--- src/rtl/ajuste_hora_ctrl.sv ---
// Time-set controller: MODE cycles RUN -> SET_H -> SET_M, INC steps the selected field.
// Optional auto-repeat on held INC is built only when AUTO_REPEAT_EN is defined.
module ajuste_hora_ctrl #(
  parameter int unsigned DEBOUNCE_CYC = 1_000_000,
  parameter int unsigned HOLD_CYC     = 25_000_000,
  parameter int unsigned REPEAT_CYC   = 5_000_000,
  parameter int unsigned TIMEOUT_S    = 10
) (
  input  logic       clock,
  input  logic       reset,
  input  logic       btn_mode,
  input  logic       btn_inc,
  input  logic       tick_1hz,
  output logic       run_en,
  output logic       seg_zera,
  output logic       inc_hora,
  output logic       inc_min,
  output logic       blank_h,
  output logic       blank_m,
  output logic [1:0] modo
);

  localparam int unsigned TO_W = (TIMEOUT_S > 0) ? $clog2(TIMEOUT_S + 1) : 1;

  typedef enum logic [1:0] {
    ST_RUN   = 2'b00,
    ST_SET_H = 2'b01,
    ST_SET_M = 2'b10
  } state_t;

  state_t          state;
  logic [TO_W-1:0] tcnt;
  logic            phase;
  logic            mode_lvl, mode_lvl_d, inc_lvl, inc_lvl_d;
  logic            mode_ev, inc_ev, in_set, timeout_c, inc_ok, rep_ok, step;

  ajuste_hora_debounce #(.STABLE_CYC(DEBOUNCE_CYC)) u_deb_mode (
    .clock (clock),
    .reset (reset),
    .btn   (btn_mode),
    .level (mode_lvl)
  );

  ajuste_hora_debounce #(.STABLE_CYC(DEBOUNCE_CYC)) u_deb_inc (
    .clock (clock),
    .reset (reset),
    .btn   (btn_inc),
    .level (inc_lvl)
  );

  // Rising edge of the debounced levels; release produces no event
  always_ff @(posedge clock or posedge reset) begin
    if (reset) begin
      mode_lvl_d <= 1'b0;
      inc_lvl_d  <= 1'b0;
    end else begin
      mode_lvl_d <= mode_lvl;
      inc_lvl_d  <= inc_lvl;
    end
  end

  assign mode_ev   = mode_lvl & ~mode_lvl_d;
  assign inc_ev    = inc_lvl & ~inc_lvl_d;
  assign in_set    = (state != ST_RUN);
  assign timeout_c = in_set && (tcnt == TO_W'(TIMEOUT_S));
  // MODE and timeout both pre-empt an INC landing in the same cycle
  assign inc_ok    = inc_ev & ~mode_ev & in_set & ~timeout_c;
  assign step      = inc_ok | rep_ok;
  assign modo      = state;

`ifdef AUTO_REPEAT_EN
  localparam int unsigned RP_MAX = (HOLD_CYC > REPEAT_CYC) ? HOLD_CYC : REPEAT_CYC;
  localparam int unsigned RP_W   = (RP_MAX > 1) ? $clog2(RP_MAX) : 1;

  logic            armed, first_gap, rep_ev;
  logic [RP_W-1:0] rcnt;

  assign rep_ev = armed && inc_lvl &&
                  (rcnt == (first_gap ? RP_W'(HOLD_CYC - 1) : RP_W'(REPEAT_CYC - 1)));
  assign rep_ok = rep_ev & ~mode_ev & in_set & ~timeout_c;

  // Armed by an accepted press; dropped on release, MODE, timeout or leaving SET
  always_ff @(posedge clock or posedge reset) begin
    if (reset) begin
      armed     <= 1'b0;
      first_gap <= 1'b0;
      rcnt      <= '0;
    end else if (inc_ok) begin
      armed     <= 1'b1;
      first_gap <= 1'b1;
      rcnt      <= '0;
    end else if (armed) begin
      if (!inc_lvl || mode_ev || timeout_c || !in_set) begin
        armed <= 1'b0;
        rcnt  <= '0;
      end else if (rep_ok) begin
        first_gap <= 1'b0;
        rcnt      <= '0;
      end else begin
        rcnt <= rcnt + 1'b1;
      end
    end
  end
`else
  logic unused_repeat_cfg;
  assign unused_repeat_cfg = |{32'(HOLD_CYC), 32'(REPEAT_CYC)};
  assign rep_ok = 1'b0;
`endif

  // Mode FSM with registered pulse and blanking outputs
  always_ff @(posedge clock or posedge reset) begin
    if (reset) begin
      state    <= ST_RUN;
      tcnt     <= '0;
      phase    <= 1'b0;
      run_en   <= 1'b1;
      seg_zera <= 1'b0;
      inc_hora <= 1'b0;
      inc_min  <= 1'b0;
      blank_h  <= 1'b0;
      blank_m  <= 1'b0;
    end else begin
      seg_zera <= 1'b0;
      inc_hora <= 1'b0;
      inc_min  <= 1'b0;
      case (state)
        ST_RUN: begin
          tcnt  <= '0;
          phase <= 1'b0;
          if (mode_ev) begin
            state    <= ST_SET_H;
            run_en   <= 1'b0;
            seg_zera <= 1'b1;
          end
        end
        default: begin
          if (mode_ev || timeout_c) begin
            tcnt    <= '0;
            phase   <= 1'b0;
            blank_h <= 1'b0;
            blank_m <= 1'b0;
            if (mode_ev && state == ST_SET_H) begin
              state <= ST_SET_M;
            end else begin
              state  <= ST_RUN;
              run_en <= 1'b1;
            end
          end else if (step) begin
            inc_hora <= (state == ST_SET_H);
            inc_min  <= (state == ST_SET_M);
            tcnt     <= '0;
            phase    <= 1'b0;
            blank_h  <= 1'b0;
            blank_m  <= 1'b0;
          end else if (tick_1hz) begin
            tcnt    <= tcnt + 1'b1;
            phase   <= ~phase;
            blank_h <= (state == ST_SET_H) & ~phase;
            blank_m <= (state == ST_SET_M) & ~phase;
          end
        end
      endcase
    end
  end

endmodule

// Two-flop synchronizer followed by a stable-sample debouncer
module ajuste_hora_debounce #(
  parameter int unsigned STABLE_CYC = 1_000_000
) (
  input  logic clock,
  input  logic reset,
  input  logic btn,
  output logic level
);

  localparam int unsigned CW = (STABLE_CYC > 1) ? $clog2(STABLE_CYC) : 1;

  logic [1:0]    sync;
  logic [CW-1:0] cnt;

  // Level flips only after STABLE_CYC consecutive samples that disagree with it
  always_ff @(posedge clock or posedge reset) begin
    if (reset) begin
      sync  <= 2'b00;
      cnt   <= '0;
      level <= 1'b0;
    end else begin
      sync <= {sync[0], btn};
      if (sync[1] == level) begin
        cnt <= '0;
      end else if (cnt == CW'(STABLE_CYC - 1)) begin
        level <= sync[1];
        cnt   <= '0;
      end else begin
        cnt <= cnt + 1'b1;
      end
    end
  end

endmodule

--- config.mk ---
export PLATFORM = sky130hd
export DESIGN_NAME = ajuste_hora_ctrl
export DESIGN_NICKNAME = d
export VERILOG_FILES = /design/src/rtl/ajuste_hora_ctrl.sv
export SDC_FILE = /design/constraint.sdc
export NUM_CORES = 1
export LEC_CHECK = 0
export BUFFER_PORTS_ARGS = -buffer_cell sky130_fd_sc_hd__buf_2
export CAP_MARGIN = 20
export CORE_MARGIN = 2
export CORE_UTILIZATION = 45
export CTS_CLUSTER_SIZE = 10
export DETAILED_ROUTE_END_ITERATION = 8
export GPL_ROUTABILITY_DRIVEN = 0
export GPL_TIMING_DRIVEN = 0
export MAX_ROUTING_LAYER = met4
export PLACE_DENSITY_LB_ADDON = 0.2
export SYNTH_ARGS = -nofsm -noshare
export SYNTH_HDL_FRONTEND = slang
export SYNTH_HIERARCHICAL = 1
export SYNTH_SLANG_ARGS = --single-unit
--- constraint.sdc ---
create_clock -name clock -period 1.5 [get_ports clock]
set_input_delay 0.3 -clock clock [delete_from_list [all_inputs] [get_ports clock]]
set_output_delay 0.3 -clock clock [all_outputs]
set_load 0.05 [all_outputs]
==> flow_metrics.tcl <==
set metrics [dict create \
    status "complete, but fails checks" \
    violations "negative setup slack" \
    hold_viol 0 \
    fin_crit_ns 1.68 \
    antenna_cells 0 \
    routed-wl-met2_um 3650 \
    area_growth_pct 40.9 \
    pwr-share-clk_pct 43.3 \
    yosys_most_used_dff "dfrtp_1" \
    slowest_delay_ns 0.48 \
    r2r.worst_path.cells 4 \
    cts_buffer_depth 2 \
    core_region_area_sq_um 6310 \
    maxCapViolCount 0 \
    synthAdderAreaFrac_pct 2.06 \
    synth_edf_count 0 \
    worstPathArrival_ns 1.95 \
    cp_num_buf_inv 0 \
    netlist_instances 277 \
    rrSetupSlack_ns -0.18 \
    die_h_um 84.5 \
    layout.nets 366 \
    path_max_fanout 5 \
    setup_violations 42 \
    clk_pin_slew_ns 0.07 \
    postRouteWirelength_um 7280 \
    finalPower_w 0.00332 \
    power_frac_comb_pct 5.9 \
    drt-met1-wl_um 3160 \
    cp_top_family "simple AND/OR/NAND/NOR gates" \
    path_class "flip-flop to flip-flop" \
    post-route-period-util_pct 112 \
    drtAntennaViolNets 0 \
    n_fill_cell 474 \
    worstPathCellList "nand4_1 -> or4_4 -> or3_1 -> a21oi_2" \
    pin_count 13 \
    route.detailed.drc 0 \
    grt_max_degree 24 \
    worst-endpoint-required_ns 1.77 \
    reg2reg_from "u_deb_inc/cnt[3]" \
    htree_levels 3 \
    num_rows 29 \
    syn_area_per_cell_sq_um 10.5 \
    finalWorstSetupSlack_ns -0.180 \
    worst_clock_skew_ns 0.00933 \
    slew_viol_final 0 \
    max_slew_margin_pct 39.4 \
    p_int_w 0.00254 \
    synth_warnings 6 \
    clock_latency_ns 0.34 \
    leakage_nw 1.73 \
    synth_nets 286 \
    portBuffers 11 \
    hpwl_um 3570 \
    worst_slew_pin_slew_ns 0.908 \
    synth_xor_area_share_pct 10.8 \
    antenna_found_initial 0 \
    grt_usage_pct 21.2 \
    synthArstFlopShare_pct 100 \
    dr.pass1.iters 4 \
    synth_simple_gate_area_share_pct 25.6 \
    synth_compound_area_share_pct 4.03 \
    drive_gt1_share_pct 48.9 \
    die_x_um 84.5 \
    cp-start-kind "flip-flop" \
    reg2reg_to "u_deb_inc/cnt[17]" \
    setup_tns_ns -3.95 \
    grt_pass1_wl_um 11600 \
    cts_tree "yes" \
    fmax_mhz 595 \
    drtIter0Drc 136 \
    ctsHoldBuffers 0 \
    dr_wl_met3_um 333 \
    start_util_pct 46.2 \
    p_per_area_nw_per_um2 808 \
    synth_area_sq_um 2920 \
    ys_ff_latch 61 \
    end_kind "flip-flop" \
    dieArea_sq_um 7140 \
    p_switching_w 0.000774 \
    wl_per_cell_um 16.6 \
    seq_area_frac_synth_pct 52.4 \
    cts.sinks 61 \
    routed.top_layer "met4" \
    crit_slowest_cell "or4_4" \
    synthMuxAreaShare_pct 2.15 \
    grt_pass1_vias 2488 \
    synth_top_family_by_area "simple AND/OR/NAND/NOR gates" \
    vias 2431 \
    hold_class "input port to asynchronous set/reset pin" \
    cts_buffers 9 \
    grt-ovfl-total 0 \
    yosys.cell_types.count 43 \
    vias_per_cell 5.54 \
    rsz0062_at_grt "true" \
    cts_root_buf "clkbuf_8" \
    ir_worst_vdd_mv 0.553 \
    swShare_pct 23.3 \
    seq_power_share_pct 50.8 \
]
==> registers in the layout (all words and copies together), names as in the netlist, 2 cells and up <==
signal / count
u_deb_inc/cnt: 20
u_deb_inc/sync: 2
tcnt: 4
modo: 2
u_deb_mode/cnt: 20
u_deb_mode/sync: 2
==> how the worst max path moves through the flow <==
stage | from | end | slack, ns | cells after the start
5_1_grt | u_deb_mode/cnt[6] | u_deb_mode/cnt[8] | -0.23 | 5
6_report | u_deb_inc/cnt[3] | u_deb_inc/cnt[17] | -0.18 | 4
2_1_floorplan | u_deb_mode/cnt[12] | u_deb_mode/cnt[17] | -0.09 | 4
3_3_place_gp | u_deb_mode/cnt[0] | u_deb_mode/cnt[9] | -0.40 | 6
3_5_place_dp | u_deb_mode/cnt[0] | u_deb_mode/cnt[11] | -0.43 | 6
4_1_cts | u_deb_inc/cnt[6] | u_deb_inc/level | -0.15 | 4
==> kinds of logic after synthesis <==
logic type	after synthesis
xor+xnor	36
compound gates	17
buf+inv	19
mux	6
fa+ha+maj	5
simple gates	133
flops	61
==> cell usage after synthesis (2+ instances only) <==
master     n  area [sq um]
nand2_1   15          56.3
buf_2      2          10.0
nand3_1   13          65.1
and3_1     2          12.5
nand4_1    8          50.1
nor4b_1    4          35.0
nor4_1     9          56.3
inv_2      2          7.51
and4_1     4          35.0
nand4_4    2          42.5
and2_1     2          12.5
o22ai_1    2          12.5
nand4_2    2          25.0
xor2_1    12           105
mux2_2     2          22.5
nand2b_1   2          12.5
or3_1      5          31.3
ha_1       4          50.1
nor3_1    12          60.1
mux2i_1    4          40.0
inv_1     13          48.8
xnor2_1   24           210
or4_1      2          15.0
nor2_1    44           165
o21ai_0    4          20.0
dfrtp_1   60          1500
a21oi_1    4          20.0
nor4_2     2          25.0
o21ai_2    2          17.5
==> cell usage in the layout (no fill, tap or decap), types with 3 or more instances in the layout <==
master	netlist	layout
inv_1	13	13
nand4_4	2	4
buf_6	1	7
or3_1	5	4
buf_2	2	11
xnor2_1	24	23
xor2_1	12	12
or4_4	1	3
and4_1	4	4
clkbuf_8	0	10
mux2i_1	4	3
nor2_1	44	17
nand4_1	8	8
o21ai_0	4	4
dfrtp_1	60	41
nor3_1	12	10
dfrtp_2	0	19
nor2_4	0	8
nor4_1	9	3
nor4_2	2	3
nor4_4	0	5
nand2_1	15	15
clkinv_2	0	4
nand3_1	13	11
nor2_2	0	19
buf_4	1	54
==> layout make-up <==
cell class	instances	area, sq um	area share [%]
multi-input cells	197	1660	40.4
flip-flops and latches	61	1550	37.8
repair buffers	69	513	12.5
clock buffers	11	141	3.44
well taps	77	96.3	2.35
inverters	15	56.3	1.37
clock inverters	5	50.0	1.22
plain buffers	4	41.3	1.01
==> stage by stage <==
| step | util [%] | instance area, sq um | cells | hold WS [ns] | setup WS [ns] |
|---|---|---|---|---|---|
| floorplan | - | 2970 | 277 | 0.201 | -0.0856 |
| global placement | 49.5 | 3120 | 365 | 0.346 | -0.405 |
| detailed placement | 49.5 | 3120 | 365 | 0.341 | -0.428 |
| CTS | 61.4 | 3880 | 431 | 0.0412 | -0.151 |
| global route | 65.1 | 4110 | 439 | 0.0465 | -0.225 |
| finish | 65.1 | 4110 | 439 | 0.0256 | -0.180 |
==> layer usage <==
| layer | up-vias | track usage, % |
|---|---|---|
| met2 | 71 | 33.5 |
| met1 | 1219 | 26.6 |
| li1 | 1126 | - |
| met5 | - | - |
| met3 | 15 | 4.33 |
| met4 | 0 | 8.66 |
==> power groups by stage <==
stage	registers (W)	logic, W	clock network [W]
global route	0.00169	0.000215	0.00155
floorplan	0.00172	0.0000743	0
finish	0.00169	0.000195	0.00144
global placement	0.00171	0.000106	0
CTS	0.00168	0.000170	0.00147
detailed placement	0.00172	0.000108	0
==> what timing repair did <==
action | 4_1_cts | 5_1_grt
buffers inserted | 48 | 9
setup endpoints to repair | 43 | 45
gates resized for setup | 51 | 44
gates cloned | 2 | 0
pin swaps | 46 | 22
(Power assumes the default switching activity.)
